$ cat src/rtl/alu_writeback_stage.sv
// ALU writeback stage: 2-entry skid buffer feeding the register file, plus NZCV.
// Optional sticky overflow output enabled by defining ALU_WB_STICKY_OVF_EN.
module alu_writeback_stage #(
   parameter int WIDTH      = 8,
   parameter int REG_ADDR_W = 3
) (
   input  logic                  clk,
   input  logic                  rst,
   input  logic                  in_valid,
   output logic                  in_ready,
   input  logic [WIDTH-1:0]      in_result,
   input  logic                  in_c_out,
   input  logic                  in_negative,
   input  logic                  in_overflow,
   input  logic [REG_ADDR_W-1:0] in_dest,
   input  logic                  in_flag_we,
   output logic                  out_valid,
   input  logic                  out_ready,
   output logic [WIDTH-1:0]      out_result,
   output logic [REG_ADDR_W-1:0] out_dest,
   output logic [3:0]            flags,
`ifdef ALU_WB_STICKY_OVF_EN
   output logic                  sticky_v,
`endif
   input  logic                  clr_sticky
);

   localparam logic [1:0] S_EMPTY = 2'd0;
   localparam logic [1:0] S_ONE   = 2'd1;
   localparam logic [1:0] S_TWO   = 2'd2;

   logic [1:0]            state_q, state_d;
   logic [WIDTH-1:0]      main_res_q, main_res_d;
   logic [REG_ADDR_W-1:0] main_dest_q, main_dest_d;
   logic [WIDTH-1:0]      skid_res_q, skid_res_d;
   logic [REG_ADDR_W-1:0] skid_dest_q, skid_dest_d;
   logic [3:0]            flags_q, flags_d;
   logic                  accept;
   logic                  xfer;

   assign in_ready   = (state_q != S_TWO);
   assign out_valid  = (state_q == S_ONE) || (state_q == S_TWO);
   assign out_result = main_res_q;
   assign out_dest   = main_dest_q;
   assign flags      = flags_q;
   assign accept     = in_valid && in_ready;
   assign xfer       = out_valid && out_ready;

   always_comb begin
      state_d     = state_q;
      main_res_d  = main_res_q;
      main_dest_d = main_dest_q;
      skid_res_d  = skid_res_q;
      skid_dest_d = skid_dest_q;
      unique case (state_q)
         S_EMPTY: begin
            if (accept) begin
               main_res_d  = in_result;
               main_dest_d = in_dest;
               state_d     = S_ONE;
            end
         end
         S_ONE: begin
            if (accept && xfer) begin
               main_res_d  = in_result;
               main_dest_d = in_dest;
            end else if (accept) begin
               skid_res_d  = in_result;
               skid_dest_d = in_dest;
               state_d     = S_TWO;
            end else if (xfer) begin
               state_d = S_EMPTY;
            end
         end
         S_TWO: begin
            if (xfer) begin
               main_res_d  = skid_res_q;
               main_dest_d = skid_dest_q;
               state_d     = S_ONE;
            end
         end
         default: state_d = S_EMPTY;
      endcase
   end

   // Flags follow acceptance order, regardless of downstream stall.
   always_comb begin
      flags_d = flags_q;
      if (accept && in_flag_we)
         flags_d = {in_negative, (in_result == '0), in_c_out, in_overflow};
   end

   always_ff @(posedge clk) begin
      if (rst) begin
         state_q     <= S_EMPTY;
         main_res_q  <= '0;
         main_dest_q <= '0;
         skid_res_q  <= '0;
         skid_dest_q <= '0;
         flags_q     <= 4'b0000;
      end else begin
         state_q     <= state_d;
         main_res_q  <= main_res_d;
         main_dest_q <= main_dest_d;
         skid_res_q  <= skid_res_d;
         skid_dest_q <= skid_dest_d;
         flags_q     <= flags_d;
      end
   end

`ifdef ALU_WB_STICKY_OVF_EN
   logic sticky_q, sticky_d;

   // A setting accept wins over a simultaneous clear.
   always_comb begin
      sticky_d = sticky_q;
      if (clr_sticky)
         sticky_d = 1'b0;
      if (accept && in_flag_we && in_overflow)
         sticky_d = 1'b1;
   end

   always_ff @(posedge clk) begin
      if (rst) sticky_q <= 1'b0;
      else     sticky_q <= sticky_d;
   end

   assign sticky_v = sticky_q;
`else
   logic unused_clr_sticky;
   assign unused_clr_sticky = clr_sticky;
`endif

endmodule

$ cat config.mk
export PLATFORM = sky130hd
export DESIGN_NAME = alu_writeback_stage
export DESIGN_NICKNAME = d
export VERILOG_FILES = /design/src/rtl/alu_writeback_stage.sv
export SDC_FILE = /design/constraint.sdc
export NUM_CORES = 1
export LEC_CHECK = 0
export BUFFER_PORTS_ARGS = -buffer_cell sky130_fd_sc_hd__buf_2
export CORE_MARGIN = 3
export CORE_UTILIZATION = 49
export CTS_BUF_LIST = sky130_fd_sc_hd__clkbuf_8
export DETAILED_ROUTE_END_ITERATION = 10
export GPL_TIMING_DRIVEN = 0
export PLACE_DENSITY = 0.89
export SYNTH_ARGS = -nofsm -noshare
export SYNTH_HDL_FRONTEND = slang
export SYNTH_SLANG_ARGS = --single-unit
$ cat constraint.sdc
create_clock -name clk -period 1.55 [get_ports clk]
set_input_delay 0.2325 -clock clk [delete_from_list [all_inputs] [get_ports clk]]
set_output_delay 0.2325 -clock clk [all_outputs]
set_load 0.01 [all_outputs]
==> results.py <==
metrics = {
    "clock_tree": {
        "cts_root_buffer": "clkbuf_8",
        "insertion_delay_ns": 0.28,
        "clk_pin_slew_worst_paths_ns": 0.10,
        "clockBufferDepth": 2,
        "cts_tree": "done",
        "cts_sinks": 28,
        "cts_max_level": 1,
        "cts_buffers": 3,
        "hold_buffers": 0,
    },
    "power": {
        "combPwrFrac": 0.391,
        "swShare": 0.326,
        "clock_power_share": 0.241,
        "leakage_nw": 0.846,
        "intPower_mw": 1.63,
        "max-vdd-ir-drop_mv": 1.19,
        "p_sw_mw": 0.788,
        "power_density_nw_per_um2": 1230,
        "pwr-share-seq": 0.368,
    },
    "layout": {
        "antennaDiodeCount": 0,
        "drive_gt1_frac": 0.492,
        "nets": 212,
        "multi_input_area_um2": 860,
        "fill_cells": 174,
        "area_growth_pct": 36.5,
        "instances_no_fill": 217,
        "regArea_um2": 566,
    },
    "route": {
        "drc": 0,
        "dr.pass1.iters": 4,
        "drt-total-wl_um": 3650,
        "postRouteAntennaNets": 0,
        "drt_iter0_drc": 38,
        "routedWlPerCell_um": 16.8,
        "drt-vias-per-instance": 5.73,
        "vias": 1243,
    },
    "outcome": {
        "violations": "negative setup slack",
        "outcome": "complete, but fails checks",
    },
    "yosys": {
        "synth_top_area_share": 0.391,
        "synth.area.mux_share": 0.154,
        "synth_commonest_cells": "dfxtp_1 (28), mux2i_1 (22), nor2_1 (11)",
        "synthFlopType": "dfxtp_1",
        "netlist_instances": 136,
        "ys_seq_area_frac": 0.391,
        "synth_simple_gate_area_frac": 0.113,
        "synth_top_area_cell": "dfxtp_1",
        "syn_area_um2": 1430,
        "ys_warn_count": 0,
        "syn_area_per_cell_um2": 10.5,
        "synth_edf_count": 0,
        "async_reset_ff_frac": 0,
        "synth_most_common_cell": "dfxtp_1",
        "synth_nets": 160,
        "yosysUniqueCellTypes": 29,
        "synth_compound_area_frac": 0.237,
        "synth_top_family_by_area": "compound AO/OA/AOI/OAI gates",
        "netlist_top_cells_area": "dfxtp_1 (39%), mux2i_1 (15%), a311oi_2 (9.4%)",
        "synthXorXnorAreaFrac": 0.00611,
        "synth_fa_ha_area_frac": 0.0349,
        "synth-seq-cells": 28,
    },
    "die": {
        "floorplan.initialDensity": 0.544,
        "ios": 37,
        "die_height_um": 60.1,
        "die_area_um2": 3610,
        "core_um2": 2640,
        "fp-row-count": 18,
        "die_w_um": 60.1,
    },
    "global_routing": {
        "track_usage": 0.202,
        "antenna_found_initial": 0,
        "grt_pass1_vias": 1184,
        "grt_max_degree": 17,
        "overflow": 0,
        "grt_first_pass_wirelength_um": 5430,
    },
    "sta": {
        "worst_pin_slew_ns": 0.574,
        "fin_crit_ns": 1.62,
        "hold_viol_final": 0,
        "rsz0062_at_grt": "true",
        "finalClockSkew_ns": 0.00657,
        "clock.fmax_ghz": 0.618,
        "drv_slew": 0,
        "whs_ns": 0.190,
        "fin_crit_sh": 1.04,
        "setup_viol": 10,
        "slew_headroom": 0.617,
        "final.setup.worst_slack_ns": -0.0679,
    },
    "critical_path": {
        "slowest_delay_ns": 0.35,
        "arrival_ns": 1.82,
        "crit_family": "compound AO/OA/AOI/OAI gates",
        "worst_path_most_repeated_cell": "a21oi_4",
        "ff2ff_path_depth": 6,
        "slowest_stage": "dfxtp_2",
        "cp_max_fo": 6,
        "crit_path_start_kind": "flop",
        "path_buf_inv": 2,
        "r2r_start": "state_q[0]$_SDFFE_PP0P_",
        "r2r_end": "out_dest[1]$_SDFFE_PP0P_",
        "cp.required_ns": 1.75,
        "r2r_setup_slack_ns": -0.07,
        "path_depth": 6,
        "crit_type": "reg2reg",
        "critPathCaptureType": "flop",
        "path_cells": "buf_4, ha_1, a21oi_4, buf_6, a21oi_4, a311oi_2",
    },
    "placed_design": {
        "pre_cts_slack_ns": -0.132,
        "hpwl_um": 2450,
        "dp_cells": 201,
        "numPortBuffers": 35,
        "place_congestion": 0.821,
    },
    "hold_path": {
        "hp-class": "in2reg",
        "hold_end": "flags[0]$_SDFFE_PP0P_",
        "holdPathStages": 3,
        "hold_start": "in_overflow",
    },
    "job": {
        "drv_cap": 0,
    },
}
per-stage QoR:
| step | setup TNS (ns) | power, mW | utilization | area [µm²] |
|---|---|---|---|---|
| global route | -1.32 | 2.52 | 0.743 | 1960 |
| CTS | -0.257 | 2.34 | 0.709 | 1870 |
| finish | -0.252 | 2.42 | 0.743 | 1960 |
| detailed placement | -1.92 | 1.63 | 0.636 | 1680 |
| global placement | -0.821 | 1.59 | 0.636 | 1680 |
| floorplan | 0 | 1.43 | - | 1460 |
worst min-delay path, stage by stage:
cell and delay (ns):
buf_2 0.10, nand3_1 0.05, a21oi_1 0.05
final cells by class:
| cell class | instances | share of cell area |
|---|---|---|
| repair buffers | 48 | 0.154 |
| inverters | 5 | 0.0121 |
| flip-flops and latches | 28 | 0.289 |
| clock buffers | 3 | 0.0211 |
| plain buffers | 10 | 0.0499 |
| clock inverters | 1 | 0.0153 |
| multi-input cells | 92 | 0.439 |
| well taps | 30 | 0.0192 |
sequential cells by signal, indices dropped and copies added, names as in the netlist:
register     count
state_q          2
out_result       8
skid_dest_q      3
flags            4
skid_res_q       8
out_dest         3
how the worst max path moves through the flow:
stage                                       start                         end
after floorplan           state_q[0]$_SDFFE_PP0P_     state_q[0]$_SDFFE_PP0P_
after global placement    state_q[0]$_SDFFE_PP0P_     state_q[0]$_SDFFE_PP0P_
after detailed placement  state_q[0]$_SDFFE_PP0P_  skid_res_q[3]$_SDFFE_PP0P_
after CTS                 state_q[1]$_SDFFE_PP0P_  out_result[0]$_SDFFE_PP0P_
after global routing      state_q[1]$_SDFFE_PP0P_  out_result[7]$_SDFFE_PP0P_
final                     state_q[0]$_SDFFE_PP0P_    out_dest[1]$_SDFFE_PP0P_
kinds of logic after synthesis:
| logic type | after synthesis |
|---|---|
| xor+xnor | 1 |
| compound gates | 35 |
| flops | 28 |
| fa+ha+maj | 4 |
| buf+inv | 16 |
| simple gates | 30 |
| mux | 22 |
metal layers:
layer / share of wire / up-vias / wire length, µm / track usage
met1: 0.42 / 598 / 1540 / 0.243
li1: - / 601 / - / -
met2: 0.51 / 37 / 1860 / 0.349
met4: 0.017 / 0 / 63 / 0.0538
met3: 0.053 / 7 / 192 / 0.0605
met5: 0 / - / 0 / 0
timing repair:
| action | 4_1_cts | 5_1_grt |
|---|---|---|
| resized for setup | 16 | 11 |
| endpoints found under the setup margin | 21 | 21 |
| endpoints found under the hold margin | 0 | 0 |
| pin swaps | 17 | 7 |
| buffers inserted | 6 | 6 |
| cloned | 1 | 1 |
cells in the final DEF (no fill, tap or decap), drive strengths merged:
master and count:
a2111o 1, a21o 1, a21oi 17, a22oi 1
a311oi 11, buf 53, bufinv 1, clkbuf 8
dfxtp 28, ha 4, inv 5, mux2i 22
nand2 6, nand2b 2, nand3 4, nand4 1
nand4b 1, nor2 11, nor2b 3, nor4 2
o221a 1, o22ai 2, o31ai 1, xor2 1
power groups by stage:
stage	registers (mW)	clock network, mW	logic (mW)
2_1_floorplan	0.920	0	0.510
3_3_place_gp	0.888	0	0.707
3_5_place_dp	0.896	0	0.738
4_1_cts	0.883	0.580	0.875
5_1_grt	0.897	0.612	1.01
6_report	0.889	0.582	0.945
(Power assumes the default switching activity.)
